**config.mk**
```make
export PLATFORM = sky130hd
export DESIGN_NAME = rev_cla_seq
export DESIGN_NICKNAME = d
export VERILOG_FILES = /design/src/rtl/rev_cla_seq.sv
export SDC_FILE = /design/constraint.sdc
export NUM_CORES = 1
export LEC_CHECK = 0
export ABC_AREA = 1
export CAP_MARGIN = 20
export CORE_ASPECT_RATIO = 0.9
export CORE_UTILIZATION = 35
export CTS_CLUSTER_DIAMETER = 40
export DETAILED_ROUTE_END_ITERATION = 8
export GPL_ROUTABILITY_DRIVEN = 1
export PLACE_DENSITY_LB_ADDON = 0.25
export SLEW_MARGIN = 20
export SYNTH_ARGS = -nofsm -noshare
export SYNTH_HDL_FRONTEND = slang
export SYNTH_SLANG_ARGS = --single-unit
```
**constraint.sdc**
```tcl
create_clock -name clk -period 9.5 [get_ports clk]
set_input_delay 2.375 -clock clk [delete_from_list [all_inputs] [get_ports clk]]
set_output_delay 2.375 -clock clk [all_outputs]
set_load 0.05 [all_outputs]
```
**src/rtl/rev_cla_seq.sv**
```systemverilog
// Multi-cycle reversible CLA adder/subtractor: one 4-bit slice per cycle forward,
// then optional inverse slices (MSB slice first) rebuild the operands from sum and garbage.
module rev_cla_seq #(
  parameter int WIDTH     = 16,
  parameter bit UNCOMPUTE = 1'b1
) (
  input  logic             clk,
  input  logic             rst,
  input  logic             in_valid,
  output logic             in_ready,
  input  logic [WIDTH-1:0] a,
  input  logic [WIDTH-1:0] b,
  input  logic             cin,
  input  logic             sub,
  output logic             out_valid,
  input  logic             out_ready,
  output logic [WIDTH-1:0] sum,
  output logic             cout,
  output logic             overflow,
  output logic [WIDTH-1:0] a_rec,
  output logic [WIDTH-1:0] b_rec,
  output logic             cin_rec,
  output logic             rec_err,
  output logic             busy
);
  localparam int NS = WIDTH / 4;
  localparam int KW = (NS > 1) ? $clog2(NS) : 1;
  localparam logic [KW-1:0] K_LAST = KW'(NS - 1);

  typedef enum logic [1:0] {S_IDLE, S_FWD, S_REV, S_DONE} state_t;
  state_t r_state, w_state_nxt;

  logic [KW-1:0]    r_k;
  logic [WIDTH-1:0] r_a, r_b, r_beff;
  logic             r_cin, r_sub, r_carry;
  logic [WIDTH-1:0] r_sum, r_pg, r_prq, r_prr, r_pcq, r_pcr, r_pout, r_sumr;
  logic             r_cout, r_cmsb;
  logic [WIDTH-1:0] r_arec, r_brec;
  logic             r_cin_rec, r_rec_err, r_anc_bad;

  int               w_base;
  logic [3:0]       w_fa, w_fb, w_p, w_g, w_pc, w_prr, w_pcr, w_fs;
  logic [4:0]       w_fc;
  logic [3:0]       w_ia, w_ib;
  logic             w_ianc_bad, w_c0_rec, w_cin_rec_nxt, w_rec_err_nxt;
  logic [WIDTH-1:0] w_arec_nxt, w_brec_nxt;

  always_comb begin
    w_state_nxt = r_state;
    case (r_state)
      S_IDLE: if (in_valid) w_state_nxt = S_FWD;
      S_FWD:  if (r_k == K_LAST) w_state_nxt = UNCOMPUTE ? S_REV : S_DONE;
      S_REV:  if (r_k == '0) w_state_nxt = S_DONE;
      S_DONE: if (out_ready) w_state_nxt = S_IDLE;
      default: w_state_nxt = S_IDLE;
    endcase
  end

  // Forward slice: Peres p/g, Fredkin AND (p&c) then Fredkin OR (g|pc), Peres sum.
  always_comb begin
    logic [4:0] c;
    w_base = 4 * int'(r_k);
    w_fa   = r_a[w_base +: 4];
    w_fb   = r_beff[w_base +: 4];
    c      = {4'b0000, r_carry};
    w_p    = w_fa ^ w_fb;
    w_g    = w_fa & w_fb;
    w_pc   = '0;
    w_prr  = '0;
    w_pcr  = '0;
    for (int i = 0; i < 4; i++) begin
      w_pc[i]  = w_p[i] & c[i];
      w_prr[i] = ~w_p[i] & c[i];
      w_pcr[i] = w_g[i] ? w_pc[i] : 1'b1;
      c[i+1]   = w_g[i] | w_pc[i];
    end
    w_fs = w_p ^ c[3:0];
    w_fc = c;
  end

  // Inverse slice works only from stored sum, carry and garbage; every ancilla
  // that should return to its constant is checked so corrupted garbage is caught.
  always_comb begin
    logic [3:0] s_sum, s_pg, s_prq, s_prr, s_pcq, s_pcr, s_pout, s_sumr;
    logic       cn, p, g, pc_r, one_r, zero_r, c_s, c_a, be;
    s_sum  = r_sum[w_base +: 4];
    s_pg   = r_pg[w_base +: 4];
    s_prq  = r_prq[w_base +: 4];
    s_prr  = r_prr[w_base +: 4];
    s_pcq  = r_pcq[w_base +: 4];
    s_pcr  = r_pcr[w_base +: 4];
    s_pout = r_pout[w_base +: 4];
    s_sumr = r_sumr[w_base +: 4];
    cn         = r_carry;
    w_ia       = '0;
    w_ib       = '0;
    w_ianc_bad = 1'b0;
    for (int i = 3; i >= 0; i--) begin
      p      = s_pout[i];
      c_s    = s_sum[i] ^ p;
      g      = s_pcq[i];
      pc_r   = g ? s_pcr[i] : cn;
      one_r  = g ? cn : s_pcr[i];
      zero_r = p ? s_prr[i] : pc_r;
      c_a    = p ? pc_r : s_prr[i];
      be     = p ^ s_pg[i];
      w_ia[i] = s_pg[i];
      w_ib[i] = be ^ r_sub;
      w_ianc_bad = w_ianc_bad | (s_sumr[i] ^ (p & c_s)) | (pc_r ^ s_prq[i]) | ~one_r
                   | zero_r | (c_s ^ c_a) | (g ^ (s_pg[i] & be));
      cn = c_a;
    end
    w_c0_rec   = cn;
    w_arec_nxt = r_arec;
    w_arec_nxt[w_base +: 4] = w_ia;
    w_brec_nxt = r_brec;
    w_brec_nxt[w_base +: 4] = w_ib;
    w_cin_rec_nxt = w_c0_rec ^ r_sub;
    w_rec_err_nxt = (w_arec_nxt != r_a) | (w_brec_nxt != r_b) | (w_cin_rec_nxt != r_cin)
                    | r_anc_bad | w_ianc_bad;
  end

  always_ff @(posedge clk) begin
    if (rst) begin
      r_state   <= S_IDLE;
      r_k       <= '0;
      r_a       <= '0;
      r_b       <= '0;
      r_beff    <= '0;
      r_cin     <= 1'b0;
      r_sub     <= 1'b0;
      r_carry   <= 1'b0;
      r_sum     <= '0;
      r_pg      <= '0;
      r_prq     <= '0;
      r_prr     <= '0;
      r_pcq     <= '0;
      r_pcr     <= '0;
      r_pout    <= '0;
      r_sumr    <= '0;
      r_cout    <= 1'b0;
      r_cmsb    <= 1'b0;
      r_arec    <= '0;
      r_brec    <= '0;
      r_cin_rec <= 1'b0;
      r_rec_err <= 1'b0;
      r_anc_bad <= 1'b0;
    end else begin
      r_state <= w_state_nxt;
      case (r_state)
        S_IDLE: if (in_valid) begin
          r_a       <= a;
          r_b       <= b;
          r_cin     <= cin;
          r_sub     <= sub;
          r_beff    <= sub ? ~b : b;
          r_carry   <= cin ^ sub;
          r_k       <= '0;
          r_anc_bad <= 1'b0;
        end
        S_FWD: begin
          r_sum[w_base +: 4]  <= w_fs;
          r_pg[w_base +: 4]   <= w_fa;
          r_prq[w_base +: 4]  <= w_pc;
          r_prr[w_base +: 4]  <= w_prr;
          r_pcq[w_base +: 4]  <= w_g;
          r_pcr[w_base +: 4]  <= w_pcr;
          r_pout[w_base +: 4] <= w_p;
          r_sumr[w_base +: 4] <= w_pc;
          r_carry <= w_fc[4];
          if (r_k == K_LAST) begin
            r_cout <= w_fc[4];
            r_cmsb <= w_fc[3];
          end else begin
            r_k <= r_k + 1'b1;
          end
        end
        S_REV: begin
          r_arec    <= w_arec_nxt;
          r_brec    <= w_brec_nxt;
          r_carry   <= w_c0_rec;
          r_anc_bad <= r_anc_bad | w_ianc_bad;
          if (r_k == '0) begin
            r_cin_rec <= w_cin_rec_nxt;
            r_rec_err <= w_rec_err_nxt;
          end else begin
            r_k <= r_k - 1'b1;
          end
        end
        default: ;
      endcase
    end
  end

  assign in_ready  = (r_state == S_IDLE);
  assign busy      = (r_state == S_FWD) || (r_state == S_REV);
  assign out_valid = (r_state == S_DONE);
  assign sum       = r_sum;
  assign cout      = r_cout;
  assign overflow  = r_cmsb ^ r_cout;
  assign a_rec     = r_arec;
  assign b_rec     = r_brec;
  assign cin_rec   = r_cin_rec;
  assign rec_err   = r_rec_err;
endmodule
```
Yosys cells after proc, flatten, opt, wreduce, memory -nomap -nowiden:

Cells that the tools add are included.

* mux-type cells: 44
* reduce and logical (&&, ||, !) cells: 12
* shift operators: 20
* bitwise logic cells: 91
* equal/unequal tests: 13
* add/sub/neg operators: 3

Operators by type and width (count)
* $shiftx A4 B33 Y16: 9
* $bwmux W16: 10
* $shiftx A16 B5 Y4: 10
* $neg A4 Y33: 1
* $shift A4 B33 Y16 const A: 1
* $ne A16 B16 Y1: 2
* $or A1 B1 Y1: 32
* $xor A1 B1 Y1: 31
* $mux W1: 22
* $and A1 B1 Y1: 16
* $mux W16: 1
* $not A16 Y16: 1
* $mux W2: 7
* $ne A2 B2 Y1 const B: 5
* $reduce_and A2 Y1: 5
* $not A1 Y1: 8
* $pmux W2 S4: 1
* $reduce_and A4 Y1: 2
* $xor A4 B4 Y4: 2
* $eq A2 B2 Y1 const B: 3
* $pmux W2 S3: 1
* $and A4 B4 Y4: 1
* $logic_not A2 Y1: 2
* $pmux W1 S3: 1
* other kinds (9): 9

* bits of input ports: 38
* bits in registers: 220
* logic and storage cells: 206
* output and inout bits: 55

Logic depth before layout (Yosys ltp):

Gate-level depths: netlist of run 1.

* word-level depth: 29
* gate-level depth with buffers: 25
* gate-level depth less buffers: 22

Worst setup path before layout of run 1:

Ideal clock, no wire load.

* path type: register -> register
* start: reg r_k[0]
* end: reg r_sum[15], in the netlist sum[15]
* period minus slack after synthesis: 3982 ps
* required time: 9434 ps
* arrival: 3916 ps
* setup slack: 5518 ps
* setup time: 66 ps
* stages on the path, launching flop included: 19
* buffers on the path: 7
* cells stage by stage: dfxtp_1 buf_6 inv_4 buf_6 buf_6 buf_6 buf_2 clkbuf_1 clkbuf_1 o21ai_0 o22ai_1 fa_1 inv_1 fa_1 fa_1 fa_1 nor3_1 a22oi_1 nor2_1

* cells in the longest elaborated chain, start to end: 11
* elaborated cells between the ends (all ways): 15
* those cells by class: 1 x add/sub; 4 x shift; 1 x mux; 9 x bitwise

Ends and longest elaborated chain
* start, declared: RTL line 33 `logic [KW-1:0] r_k;`
* start signal, assigned: RTL line 175 `r_k <= r_k + 1'b1;`
* start signal, assigned: RTL line 187 `r_k <= r_k - 1'b1;`
* $shiftx A16 B5 Y4, on equally long branches: RTL line 63, 64
* $xor A4 B4 Y4: RTL line 66 `w_p = w_fa ^ w_fb;`
* $and A1 B1 Y1: RTL line 72 `w_pc[i] = w_p[i] & c[i];`
* $or A1 B1 Y1: RTL line 75 `c[i+1] = w_g[i] | w_pc[i];`
* $and A1 B1 Y1: RTL line 72
* $or A1 B1 Y1: RTL line 75
* $and A1 B1 Y1: RTL line 72
* $or A1 B1 Y1: RTL line 75
* $xor A4 B4 Y4: RTL line 77 `w_fs = w_p ^ c[3:0];`
* $shiftx A4 B33 Y16: RTL line 162 `r_sum[w_base +: 4] <= w_fs;`
* $bwmux W16 *: RTL line 162
* end signal, assigned by index: RTL line 162
* end, declared: RTL line 36 `logic [WIDTH-1:0] r_sum, r_pg, r_prq, r_prr, r_pcq, r_pcr, r_pout, r_sumr;`

Every way passes the cells marked *; elsewhere a longest branch is shown, timed or not.
A chain may end at the register's enable or synchronous reset.

Final worst setup path of run 1:

* start: reg r_state[0]
* end: out busy

* cells in the longest elaborated chain, start to end: 2
* elaborated cells between the ends (all ways): 3
* those cells by class: 2 x eq/ne; 1 x reduce/logical

Ends and longest elaborated chain
* start, declared: RTL line 31 `state_t r_state, w_state_nxt;`
* start signal, assigned: RTL line 149 `r_state <= w_state_nxt;`
* $eq A2 B1 Y1 or $eq A2 B2 Y1 (tied branches): RTL line 196 `assign busy = (r_state == S_FWD) || (r_state == S_REV);`
* $logic_or A1 B1 Y1 *: RTL line 196
* end, declared: RTL line 24 `output logic busy`

Marked as above.

==> results of run 1 <==
-- worst min-delay path, stage by stage (launching register included) --
cell and delay (ns):
dfxtp_1 0.30, nand2_1 0.06, a21oi_1 0.05
-- power by group --
group / total (mW) / switching (mW) / internal (mW)
clock: 1.18 / 0.445 / 0.738
sequential: 1.10 / 0.105 / 0.998
combinational: 1.92 / 1.34 / 0.573
-- routing by layer --
metal | wire (µm) | share of wire [%] | vias to the layer above
li1 | - | - | 5345
met1 | 17500 | 48 | 5066
met2 | 15600 | 43 | 371
met3 | 2580 | 7.1 | 52
met4 | 682 | 1.9 | 2
met5 | 11 | 0.030 | -
-- layout make-up --
class                   instances  area share (%)
diodes                          1          0.0191
clock buffers                  36            6.31
clock inverters                20            1.97
inverters                     163            4.72
multi-input cells            1141            43.9
flip-flops and latches        204            31.2
well taps                     403            3.86
repair buffers                108            7.94
-- kinds of logic (layout without fill, tap and decap cells) --
kind of cell / after synthesis / after routing / share of synthesized area, %
and+or+nand+nor: 708 / 708 / 26.8
buffers and inverters: 261 / 327 / 10.1
other: 0 / 1 / 0
adders and majority gates: 35 / 35 / 4.29
DFF: 204 / 204 / 37.4
xor gates and xnor gates: 27 / 27 / 2.17
AOI/OAI and AO/OA: 371 / 371 / 19.2
-- flip-flops by register name, indices dropped and copies added (netlist names), 2 cells and up --
name / flops
a_rec: 16
b_rec: 16
r_a: 16
r_b: 16
r_beff: 16
r_pcq: 16
r_pcr: 16
r_pg: 16
r_pout: 16
r_prq: 16
r_prr: 16
sum: 16
r_k: 2
r_state: 2
-- metrics by stage --
step	hold WS, ns	cells	worst slack [ns]
2_1_floorplan	0.445	1606	5.52
3_3_place_gp	0.452	2019	5.11
3_5_place_dp	0.456	2019	5.05
4_1_cts	0.464	2075	4.77
5_1_grt	0.474	2075	4.68
6_report	0.465	2076	4.81
-- cell usage in the layout, fill, tap and decap left out, types with 3 or more instances in the layout --
master	n
nand2_1	398
dfxtp_1	203
nor2_1	157
inv_1	156
a21oi_1	150
o21ai_0	105
nand3_1	97
clkdlybuf4s50_1	91
a22oi_1	48
ha_1	31
clkbuf_16	31
nor3_1	21
o22ai_1	19
xor2_1	17
a31oi_1	17
buf_4	17
o21ai_1	14
nand2_2	10
xnor2_1	10
nand4_1	6
clkinv_4	6
nand3_2	5
a211oi_1	4
o22ai_2	4
fa_1	4
bufinv_16	4
inv_6	4
inv_2	3
clkbuf_8	3
clkinv_2	3
-- path summary, 6_finish.rpt --
path | startpoint | endpoint | slack [ns] | depth (start not counted)
setup / recovery | r_state[0] | busy | 4.81 | 3
hold reg to reg | r_pout[9] | r_pout[9] | 0.46 | 2
setup reg to reg | r_k[0] | rec_err | 4.96 | 20
hold / removal | r_pout[9] | r_pout[9] | 0.46 | 2
==> flow_summary.ini, run 1 <==
[critical_path]
cp-start-kind = register
worstSetupPathType = reg -> out
worstPathCellList = inv_1, ha_1, clkdlybuf4s50_1
cp.arrival_ns = 2.31
crit_path_top_delay_cell = clkdlybuf4s50_1
critPathTopFamily = buffers and inverters
slowest_delay_ns = 0.84
end_kind = output pin
worst_ep_required_time_ns = 7.13
critPathBufInv = 2
path_max_fanout = 5

[route]
drc = 0
postRouteAntennaNets = 0
dr.pass1.iters = 5
drtIter0Drc = 1003
vias_per_cell = 5.22
avgRoutedWirePerCell_um = 17.5
routed_wl_um = 36300
vias = 10800

[timing]
clock_skew_ns = 0.0307
setup_tns_ns = 0
fmax_mhz = 213
grt_setup_unrepaired = no
drv_slew = 0
fin_crit_ns = 4.69
setup_viol = 0
tightestPinTransition_ns = 1.10
relSlewSlack_pct = 26.2
finalHoldViolCount = 0
period_share_pct = 49.4

[yosys]
ys_ff_latch = 204
synthesis.area_mm2 = 0.0109
synth_largest_area_cell = dfxtp_1
yosys-top-cells-count = 399 x nand2_1, 204 x dfxtp_1, 160 x nor2_1, 156 x inv_1, 150 x a21oi_1
synth_flop_cell = dfxtp_1
synth_cell_types = 46
yosysWarnings = 0
synth_nets = 1679
synth_top_area_share_pct = 37.4
ys_seq_area_share_pct = 37.4
avgSynthCellArea_um2 = 6.79
synth-edff-count = 0
async_reset_ff_share_pct = 0
synthTopCellsByArea = dfxtp_1 37%, nand2_1 14%, a21oi_1 6.9%, nor2_1 5.5%, inv_1 5.4%
synthesis.instances = 1606
synth.most_common_cell = nand2_1

[floorplan]
die_h_um = 169
fp.dieW_um = 188
start_util_pct = 36.1
core-area_mm2 = 0.0303
rows = 60
io_pins = 93
dieArea_mm2 = 0.0319

[clock_tree]
cts_buffer_depth = 3
ctsRootBufferMaster = clkbuf_16
numCtsBuffers = 31
numClockSinks = 204
post_cts_resized = 0
postCtsSetupBuffers = 0
clk_pin_slew_ns = 0.05
cts_hold_buf = 0
cts_tree = yes
clk_latency_ns = 0.58
htreeDepth = 1

[global_routing]
grt_pass1_wl_um = 56400
grt_util_met1_pct = 31.8
grt.busiest_layer = met2
grt_max_degree = 91
grt_util_met3_pct = 3.68
grt_pass1_vias = 9926
grtUsageTotal_pct = 22.4
use_met2_pct = 34.8
antenna_found_initial = 2
overflow = 0

[layout]
fin_area_mm2 = 0.0131
syn2layout_area_growth_pct = 19.9
n_fill_cell = 3116
seq_area_mm2 = 0.00409
nets = 1722
drive_gt1_share_pct = 6.40
final_core_util_pct = 43.2
multi_input_area_mm2 = 0.00575

[pwr]
total_power_mw = 4.20
p_per_area_mw_per_mm2 = 321
vdd_drop_max_mv = 0.168
leakage_nw = 5.26

[hold_path]
hold_class = reg -> reg

[status]
outcome = finished, final reports clean

[flow_run]
maxCapViolations = 0

[place]
routabilityCongestion = 0.871
dp_hpwl_um = 22900
placed_area_mm2 = 0.0120
io_buffers = 92
Power figures use the tool's default switching activity.
==> run 2: changes to the inputs <==
==> constraint.sdc (replaced) <==
create_clock -name clk -period 4.2 [get_ports clk]
set_input_delay 1.05 -clock clk [delete_from_list [all_inputs] [get_ports clk]]
set_output_delay 1.05 -clock clk [all_outputs]
set_load 0.05 [all_outputs]
==> run 2 against run 1 <==
Sequential share of layout area is 0.33 points lower. Worst hold slack got worse by 0.00091 ns. Via count increased by 1.1%. Sequential power up 130%. Critical path depth is 17 higher. Cell area rose by 1.1%. Count of clock-buffer cells in the layout up 4. Register-to-register slack got worse by 4.2 ns. Final cell count is 0.48% higher. Critical endpoint is now rec_err.
==> flow_summary.ini, run 2 (same netlist as run 1, synthesis figures left out) <==
[route]
routed_wl_um = 37300
avgRoutedWirePerCell_um = 17.9
vias = 11000
drc = 0
drtIter0Drc = 1044
vias_per_cell = 5.25
postRouteAntennaNets = 0
dr.pass1.iters = 7

[floorplan]
io_pins = 93
start_util_pct = 36.1
core-area_mm2 = 0.0303
die_h_um = 169
dieArea_mm2 = 0.0319
fp.dieW_um = 188
rows = 60

[global_routing]
grt_max_degree = 173
grt_pass1_vias = 10200
overflow = 0
antenna_found_initial = 0
grtUsageTotal_pct = 23.2
grt_pass1_wl_um = 58000

[clock_tree]
clk_pin_slew_ns = 0.05
numClockSinks = 204
cts_buffer_depth = 3
htreeDepth = 2
numCtsBuffers = 34
clk_latency_ns = 0.51
cts_hold_buf = 0
post_cts_resized = 0
ctsRootBufferMaster = clkbuf_16
cts_tree = yes
postCtsSetupBuffers = 0

[layout]
multi_input_area_mm2 = 0.00574
final_core_util_pct = 43.7
syn2layout_area_growth_pct = 21.2
antennaDiodeCount = 0
layout_common_cells = 398 x nand2_1, 203 x dfxtp_1, 157 x nor2_1
fin_cells = 2086
seq_area_mm2 = 0.00409
n_fill_cell = 3153
drive_gt1_share_pct = 7.01
layout_commonest_cell = nand2_1
nets = 1735

[timing]
relSlewSlack_pct = 34.4
drv_slew = 0
fmax_mhz = 288
setup_tns_ns = 0
tightestPinTransition_ns = 0.984
fin_crit_ns = 3.47
grt_setup_unrepaired = no
period_share_pct = 82.6
clock_skew_ns = 0.0297
fin_ws_ns = 0.733
fin_worst_hold_slack_ns = 0.464
finalHoldViolCount = 0
setup_viol = 0

[place]
dp_hpwl_um = 24600
placed_cells = 2029
io_buffers = 92
routabilityCongestion = 0.895
pre_cts_slack_ns = 0.773

[critical_path]
r2r_start = r_k[0]
end_kind = register
path_max_fanout = 42
worstSetupPathType = reg -> reg
crit_path_top_delay_cell = ha_1
cp.arrival_ns = 3.86
regToRegSetupSlack_ns = 0.73
worst_ep_required_time_ns = 4.59
rr_endpoint = rec_err
critPathBufInv = 4
worstPathCellList = inv_4, buf_4, nand2_1, nand2_1, nand2_1, nand2_2, inv_1, ha_1, xnor2_1, nand3_1, o22ai_1, inv_1, nand2_1, o21ai_0, nor4_1, nand3_1, nor2_1, nand4_1, nor2_1, nor2_1
rr_worst_depth = 20
critPathTopFamily = simple AND/OR/NAND/NOR gates
cp-start-kind = register
crit_top_cell = nand2_1
slowest_delay_ns = 0.35

[hold_path]
hold_class = reg -> reg
min_from = r_pg[1]
hold-path-cell-count = 2
hold_end = r_pg[1]

[flow_run]
maxCapViolations = 0

[status]
outcome = finished, final reports clean

[pwr]
leakage_nw = 5.34
vdd_drop_max_mv = 0.452
p_per_area_mw_per_mm2 = 735
run 2: cell types whose count changed in the layout (fill, tap and decap cells not counted), sizes merged:
cell,change
buf,+10
clkbuf,+4
clkinv,-3
clkinvlp,+2
bufinv,-1
diode,-1
inv,-1
run 2: tightest hold or removal path, cell delays in order, from the launching register on:
cell,delay [ns]
dfxtp_1,0.30
nand2_1,0.06
a21oi_1,0.05
run 2: cell type report:
cell class              instances  area share (%)
multi-input cells            1141            43.4
flip-flops and latches        204            30.9
repair buffers                118            8.61
clock buffers                  40            7.17
inverters                     163            4.67
well taps                     403            3.81
clock inverters                17            1.43
run 2: metrics by stage:
| stage | cell area [µm²] | total power, mW |
|---|---|---|
| 6_report | 13200 | 9.72 |
| 5_1_grt | 13200 | 10.3 |
| 4_1_cts | 13200 | 9.70 |
| 3_5_place_dp | 12100 | 6.87 |
| 3_3_place_gp | 12100 | 6.87 |
| 2_1_floorplan | 10900 | 5.51 |
run 2: worst max path at each step:
stage	from	to	slack, ns	cells after the start
floorplan	r_k[0]	sum[15]	0.22	18
global placement	r_k[0]	rec_err	0.85	20
detailed placement	r_k[0]	sum[7]	0.77	11
CTS	r_k[0]	sum[7]	0.76	11
global route	r_k[0]	rec_err	0.34	20
finish	r_k[0]	rec_err	0.73	20
run 2: report_power, final:
group          internal (mW)  total [mW]  switching (mW)  leakage (nW)
sequential              2.26        2.49           0.234          1.66
clock                   1.80        2.80           0.998         0.550
combinational           1.34        4.43            3.09          3.13
total                   5.40        9.72            4.32          5.34
run 2: routing by layer:
layer	track usage, %	wire [µm]	vias up
met2	34.3	15500	387
met5	0	0	-
met3	4.88	3160	67
met1	33.5	17900	5127
li1	-	-	5369
met4	6.79	756	0
